## config.mk

```make
export PLATFORM = sky130hd
export DESIGN_NAME = sram_like_responder_flat
export DESIGN_NICKNAME = d
export VERILOG_FILES = /design/src/rtl/sram_like_responder_if.sv /design/src/rtl/sram_like_responder.sv /design/src/flat_wrapper.sv
export SDC_FILE = /design/constraint.sdc
export NUM_CORES = 1
export LEC_CHECK = 0
export ABC_AREA = 1
export BUFFER_PORTS_ARGS = -buffer_cell sky130_fd_sc_hd__buf_4
export CAP_MARGIN = 40
export CORE_MARGIN = 2
export CORE_UTILIZATION = 45
export DETAILED_ROUTE_END_ITERATION = 10
export PLACE_DENSITY = 0.67
export SETUP_SLACK_MARGIN = 0.2
export SYNTH_ARGS = -nofsm -noshare
export SYNTH_HDL_FRONTEND = slang
export SYNTH_SLANG_ARGS = --single-unit
```

## constraint.sdc

```tcl
create_clock -name clk -period 3.3 [get_ports clk]
set_input_delay 0.495 -clock clk [delete_from_list [all_inputs] [get_ports clk]]
set_output_delay 0.495 -clock clk [all_outputs]
set_load 0.02 [all_outputs]
```

## src/rtl/sram_like_responder_if.sv

```systemverilog
`default_nettype none
// +--------------------------------------------------------------------+
// | sram_like_if : initiator/responder side of the SRAM-like bus        |
// | Revision     : 1.0                                                  |
// +--------------------------------------------------------------------+
interface sram_like_responder_if;
  logic        req;
  logic        wr;
  logic [1:0]  size;
  logic [31:0] addr;
  logic [31:0] wdata;
  logic        addr_ok;
  logic        data_ok;
  logic [31:0] rdata;

  modport master (output req, wr, size, addr, wdata,
                  input  addr_ok, data_ok, rdata);
  modport slave  (input  req, wr, size, addr, wdata,
                  output addr_ok, data_ok, rdata);
endinterface
`default_nettype wire

```

## src/rtl/sram_like_responder.sv

```systemverilog
`default_nettype none
// +--------------------------------------------------------------------+
// | sram_like_responder : in-order SRAM-like bus target with a queued,  |
// | minimum-latency issue stage in front of a 1-cycle synchronous RAM.  |
// | Revision            : 1.0                                           |
// +--------------------------------------------------------------------+
module sram_like_responder #(
  parameter int RAM_AW      = 16,
  parameter int OUTSTANDING = 4,
  parameter int DATA_DELAY  = 2
) (
  input  logic                clk,
  input  logic                resetn,
  sram_like_responder_if.slave bus,
  output logic                ram_en,
  output logic [3:0]          ram_wen,
  output logic [RAM_AW-1:0]   ram_addr,
  output logic [31:0]         ram_wdata,
  input  logic [31:0]         ram_rdata
);

  localparam int PTR_W = $clog2(OUTSTANDING);
  localparam int CNT_W = PTR_W + 1;
  localparam int DLY_W = (DATA_DELAY > 1) ? $clog2(DATA_DELAY) : 1;
  localparam int BA_W  = RAM_AW + 2;
  localparam logic [DLY_W-1:0] DLY_INIT = DLY_W'(DATA_DELAY - 1);
  localparam logic [CNT_W-1:0] CNT_MAX  = CNT_W'(OUTSTANDING);

  typedef struct packed {
    logic             wr;
    logic [1:0]       size;
    logic [BA_W-1:0]  addr;
    logic [31:0]      wdata;
    logic [DLY_W-1:0] dly;
  } entry_t;

  entry_t [OUTSTANDING-1:0] q_q, q_d;
  logic [PTR_W-1:0] alloc_ptr_q, alloc_ptr_d;
  logic [PTR_W-1:0] issue_ptr_q, issue_ptr_d;
  logic [PTR_W-1:0] resp_ptr_q, resp_ptr_d;
  logic [CNT_W-1:0] count_q, count_d;
  logic [CNT_W-1:0] pend_q, pend_d;   // allocated but not yet issued
  logic             resp_pending_q, resp_pending_d;

  logic   push, issue, issue_mis, resp_mis;
  entry_t issue_e, resp_e;
  logic   addr_unused;

  function automatic logic misaligned(input logic [1:0] sz, input logic [1:0] a);
    logic m;
    case (sz)
      2'd0:    m = 1'b0;
      2'd1:    m = a[0];
      2'd2:    m = (a != 2'b00);
      default: m = 1'b1;
    endcase
    return m;
  endfunction

  function automatic logic [3:0] byte_en(input logic [1:0] sz, input logic [1:0] a);
    logic [3:0] be;
    case (sz)
      2'd0:    be = 4'b0001 << a;
      2'd1:    be = a[1] ? 4'b1100 : 4'b0011;
      default: be = 4'b1111;
    endcase
    return be;
  endfunction

  assign addr_unused = ^bus.addr[31:BA_W];

  assign bus.addr_ok = resetn && bus.req && (count_q < CNT_MAX);
  assign push        = bus.addr_ok;

  assign issue_e   = q_q[issue_ptr_q];
  assign resp_e    = q_q[resp_ptr_q];
  assign issue     = (pend_q != '0) && (issue_e.dly == '0);
  assign issue_mis = misaligned(issue_e.size, issue_e.addr[1:0]);
  assign resp_mis  = misaligned(resp_e.size, resp_e.addr[1:0]);

  // Misaligned requests consume an issue slot but never touch the RAM.
  assign ram_en    = issue && !issue_mis;
  assign ram_wen   = (ram_en && issue_e.wr) ? byte_en(issue_e.size, issue_e.addr[1:0]) : 4'b0000;
  assign ram_addr  = ram_en ? issue_e.addr[BA_W-1:2] : '0;
  assign ram_wdata = ram_en ? issue_e.wdata : '0;

  assign bus.data_ok = resp_pending_q;
  assign bus.rdata   = (resp_pending_q && !resp_e.wr && !resp_mis) ? ram_rdata : '0;

  always_comb begin
    q_d            = q_q;
    alloc_ptr_d    = alloc_ptr_q;
    issue_ptr_d    = issue_ptr_q;
    resp_ptr_d     = resp_ptr_q;
    count_d        = count_q;
    pend_d         = pend_q;
    resp_pending_d = issue;

    for (int i = 0; i < OUTSTANDING; i++) begin
      if (q_q[i].dly != '0) q_d[i].dly = q_q[i].dly - DLY_W'(1);
    end

    if (push) begin
      q_d[alloc_ptr_q] = '{wr: bus.wr, size: bus.size, addr: bus.addr[BA_W-1:0],
                           wdata: bus.wdata, dly: DLY_INIT};
      alloc_ptr_d = alloc_ptr_q + PTR_W'(1);
    end
    if (issue)       issue_ptr_d = issue_ptr_q + PTR_W'(1);
    if (bus.data_ok) resp_ptr_d  = resp_ptr_q + PTR_W'(1);

    case ({push, bus.data_ok})
      2'b10:   count_d = count_q + CNT_W'(1);
      2'b01:   count_d = count_q - CNT_W'(1);
      default: count_d = count_q;
    endcase

    case ({push, issue})
      2'b10:   pend_d = pend_q + CNT_W'(1);
      2'b01:   pend_d = pend_q - CNT_W'(1);
      default: pend_d = pend_q;
    endcase
  end

  always_ff @(posedge clk or negedge resetn) begin
    if (!resetn) begin
      q_q            <= '0;
      alloc_ptr_q    <= '0;
      issue_ptr_q    <= '0;
      resp_ptr_q     <= '0;
      count_q        <= '0;
      pend_q         <= '0;
      resp_pending_q <= 1'b0;
    end else begin
      q_q            <= q_d;
      alloc_ptr_q    <= alloc_ptr_d;
      issue_ptr_q    <= issue_ptr_d;
      resp_ptr_q     <= resp_ptr_d;
      count_q        <= count_d;
      pend_q         <= pend_d;
      resp_pending_q <= resp_pending_d;
    end
  end

endmodule
`default_nettype wire

```

## src/flat_wrapper.sv

```systemverilog
// flat-port wrapper written by rule: the top's interface ports become plain ports
module sram_like_responder_flat 
#(
  parameter int RAM_AW      = 16,
  parameter int OUTSTANDING = 4,
  parameter int DATA_DELAY  = 2
)
  (clk, resetn, ram_en, ram_wen, ram_addr, ram_wdata, ram_rdata, bus_req, bus_wr, bus_size, bus_addr, bus_wdata, bus_addr_ok, bus_data_ok, bus_rdata);
  sram_like_responder_if bus_i ();
  input  logic clk;
  input  logic resetn;
  output logic ram_en;
  output logic [3:0] ram_wen;
  output logic [RAM_AW-1:0] ram_addr;
  output logic [31:0] ram_wdata;
  input  logic [31:0] ram_rdata;
  input wire logic [$bits(bus_i.req)-1:0] bus_req;
  input wire logic [$bits(bus_i.wr)-1:0] bus_wr;
  input wire logic [$bits(bus_i.size)-1:0] bus_size;
  input wire logic [$bits(bus_i.addr)-1:0] bus_addr;
  input wire logic [$bits(bus_i.wdata)-1:0] bus_wdata;
  output wire logic [$bits(bus_i.addr_ok)-1:0] bus_addr_ok;
  output wire logic [$bits(bus_i.data_ok)-1:0] bus_data_ok;
  output wire logic [$bits(bus_i.rdata)-1:0] bus_rdata;
  assign bus_i.req = bus_req;
  assign bus_i.wr = bus_wr;
  assign bus_i.size = bus_size;
  assign bus_i.addr = bus_addr;
  assign bus_i.wdata = bus_wdata;
  assign bus_addr_ok = bus_i.addr_ok;
  assign bus_data_ok = bus_i.data_ok;
  assign bus_rdata = bus_i.rdata;
  sram_like_responder #(.RAM_AW(RAM_AW), .OUTSTANDING(OUTSTANDING), .DATA_DELAY(DATA_DELAY)) u_core (.clk(clk), .resetn(resetn), .bus(bus_i), .ram_en(ram_en), .ram_wen(ram_wen), .ram_addr(ram_addr), .ram_wdata(ram_wdata), .ram_rdata(ram_rdata));
endmodule
```

==> metrics.cfg <==
[clock_network]
clock_latency_ns=0.52
cts.clk_slew.worst_paths_ns=0.06
cts_buffers=25
tritoncts=built
clock_sinks=229
cts_root_buf=clkbuf_16
h-tree-depth=1
cts_buffer_depth=3

[power_and_ir_drop]
ir_drop_uv=404.4
p_total_mw=5.927
power_leakage_nw=6.348
p_switching_mw=1.228
power.density_mw_per_mm2=452.0
intPower_mw=4.699
power_frac_clock_pct=49.5
pwr-share-comb_pct=3.1
seq_power_share_pct=47.4
p_sw_share_pct=20.72

[grt]
grt_pass1_wl_mm=43.47
antenna_found_initial=0
grt_use_total_pct=21.54
grt_pass1_vias=8672
grt_max_degree=156
grt-ovfl-total=0

[critical_path]
path_delay_family=buffers and inverters
r2r_start=u_core.issue_ptr_q[1]$_DFFE_PN0P_
critPathBufInv=3
crit_required_ns=2.80
crit_fanout=26
cp_cell_sequence=buf_4 > nor2_1 > nor2_1 > o21ai_1 > nand2_1 > nand2_1 > nand3_2 > buf_8 > a21oi_1 > buf_4
crit_cells=10
reg2reg_slack_ns=0.97
cpMaxStageDelayCell=dfrtp_4
critPathLaunch=u_core.issue_ptr_q[0]$_DFFE_PN0P_
end_kind=output pin
r2r_cells=10
cp-endpoint=ram_addr[15]
max_stage_delay_ns=0.54
critPathKind=reg2out
cp.arrival_ns=2.45
startpoint_type=flop
timing.rr.end=u_core.pend_q[2]$_DFFE_PN0P_

[synth]
synth_compound_area_share_pct=18.46
avgSynthCellArea_um2=7.999
synth_top_family_by_area=compound AO/OA/AOI/OAI gates
synthMuxAreaShare_pct=0
synth_nets=1433
yosys.area_share.simple_pct=18.11
yosysSeqAreaShare_pct=54.15
synthAdderAreaFrac_pct=1.088
synthXorXnorAreaFrac_pct=0.7449
ys_ff_latch=229
yosysWarnings=0
synthesis.area_mm2=0.01058
syn_inst=1323
yosysUniqueCellTypes=22

[placement]
place_hpwl_mm=15.91
portBuffers=174
dp.cells=1749
gp_congestion=0.8248

[floorplanning]
die_h_um=157.4
initial_core_util_pct=45.49
num_rows=56
dieArea_mm2=0.02476
io_pins=189
core-area_mm2=0.02326
die_w_um=157.4

[layout]
insertedDiodeCount=0
finalNetCount=1575
drive_gt1_share_pct=17.80
area_delta_synth_final_pct=23.91
finalNonFillerCells=1802
fin_util_pct=56.37
fillers=2159

[drt]
drt-wirelength-per-cell_um=14.83
drt-vias-per-instance=5.077
dr.pass1.iters=5
ant_nets=0
wl_mm=26.72
vias=9148
drc=0
first_iter_violations=617

[sta]
finalCriticalPeriod_ns=2.940
tns_ns=0
tightest_slew_ns=0.8333
fmax_mhz=340.1
maxSlewHeadroom_pct=44.45
hold_viol=0
slew_viol_final=0
final.period_utilization_pct=89.09
setup_violations=0
hold_ws_ns=0.2859
fin_skew_ns=0.005604
rsz0062_at_grt=yes

[worst_hold_path]
hold_class=in2reg

[job]
drv_cap=0

[outcome]
status=complete, no violations

==> worst reg2reg max path: stages (launching register included) <==
cell and delay (ns):
dfrtp_4 0.53, inv_2 0.14, nand3_1 0.12, a21oi_2 0.23
buf_4 0.21, ha_1 0.16, inv_1 0.06, fa_1 0.38
a21oi_1 0.14, o21ai_0 0.11, xnor2_1 0.14
==> per-stage QoR <==
step | setup WS (ns) | instance area, um^2
2_1_floorplan | 1.198 | 10580
3_3_place_gp | 0.6008 | 12140
3_5_place_dp | 0.5648 | 12140
4_1_cts | 0.2667 | 13050
5_1_grt | 0.1880 | 13110
6_report | 0.3599 | 13110
==> area by class of cell <==
| class | instances | area [um^2] | area share, % |
|---|---|---|---|
| Clock inverter | 11 | 162.7 | 1.240 |
| Timing Repair Buffer | 201 | 1600 | 12.20 |
| Sequential cell | 229 | 5738 | 43.76 |
| Inverter | 107 | 401.6 | 3.063 |
| Clock buffer | 34 | 709.4 | 5.410 |
| Multi-Input combinational cell | 901 | 4101 | 31.28 |
| Tap cell | 319 | 399.1 | 3.044 |
==> registers in the layout (all words and copies together), names as in the netlist <==
name / cells
u_core.resp_ptr_q: 2
u_core.issue_ptr_q: 2
u_core.alloc_ptr_q: 2
u_core.q_q: 216
u_core.pend_q: 3
u_core.count_q: 3
u_core.bus.data_ok: 1
==> worst min-delay path by stage <==
stage,from,end,depth (start not counted)
final,bus_addr[11],u_core.q_q[44]$_DFFE_PN0P_,3
after detailed placement,resetn,u_core.q_q[98]$_DFFE_PN0P_,1
after global placement,resetn,u_core.q_q[98]$_DFFE_PN0P_,1
after floorplan,resetn,u_core.alloc_ptr_q[0]$_DFFE_PN0P_,0
after CTS,bus_wdata[25],u_core.q_q[26]$_DFFE_PN0P_,3
after global routing,bus_wdata[13],u_core.q_q[122]$_DFFE_PN0P_,3
==> synth_stat cells <==
library cell	number	area (um^2)
nor3_1	1	5.000
o21ai_0	317	1587
nand3_2	1	10.01
nand3_1	16	80.08
o21ai_1	8	40.04
nand4_1	2	12.51
buf_6	3	33.78
inv_2	3	11.26
nor2_1	236	885.9
xnor2_1	3	26.28
inv_1	104	390.4
xor2_1	6	52.55
o21ai_2	1	8.760
a21oi_2	10	87.58
a21oi_1	46	230.2
buf_1	7	26.28
clkbuf_1	43	161.4
buf_2	33	165.2
dfrtp_1	229	5731
ha_1	6	75.07
nand2_1	246	923.4
fa_1	2	40.04
==> cell usage in the layout, fill, tap and decap left out, types with 8 or more instances in the layout <==
cell and instances:
o21ai_0 317, nand2_1 242, nor2_1 236, dfrtp_1 227, buf_4 191, inv_1 104, a21oi_1 44, clkbuf_16 25
nand3_1 16, a21oi_2 12, o21ai_1 8
==> what timing repair did <==
action	CTS	global route
pin swaps	0	0
setup buffers	2	5
gates cloned	0	0
hold endpoints to repair	16	0
resized for setup	1	4
hold buffers	1	0
setup endpoints to repair	27	28
==> cells by family (layout without fill, tap and decap cells) <==
logic type,Yosys count,count (layout)
simple gates,502,502
xor+xnor,9,9
compound gates,382,382
fa+ha+maj,8,8
flops,229,229
buf+inv,193,353
==> routing by layer <==
layer / track usage (%) / share of wire, % / routed length [um]
met1: 29.76 / 45 / 11920
met2: 35.79 / 47 / 12490
met3: 3.111 / 6.8 / 1810
met4: 5.628 / 1.8 / 494
met5: 0 / 0 / 0
==> power by group through the flow <==
stage	sequential (mW)	combinational, mW	clock, mW
5_1_grt	2.81	0.211	3.12
3_3_place_gp	2.86	0.189	0
3_5_place_dp	2.86	0.189	0
4_1_cts	2.81	0.191	3.00
6_report	2.81	0.185	2.93
2_1_floorplan	2.86	0.0316	0
Note: power is estimated with default switching activity, not from simulation.
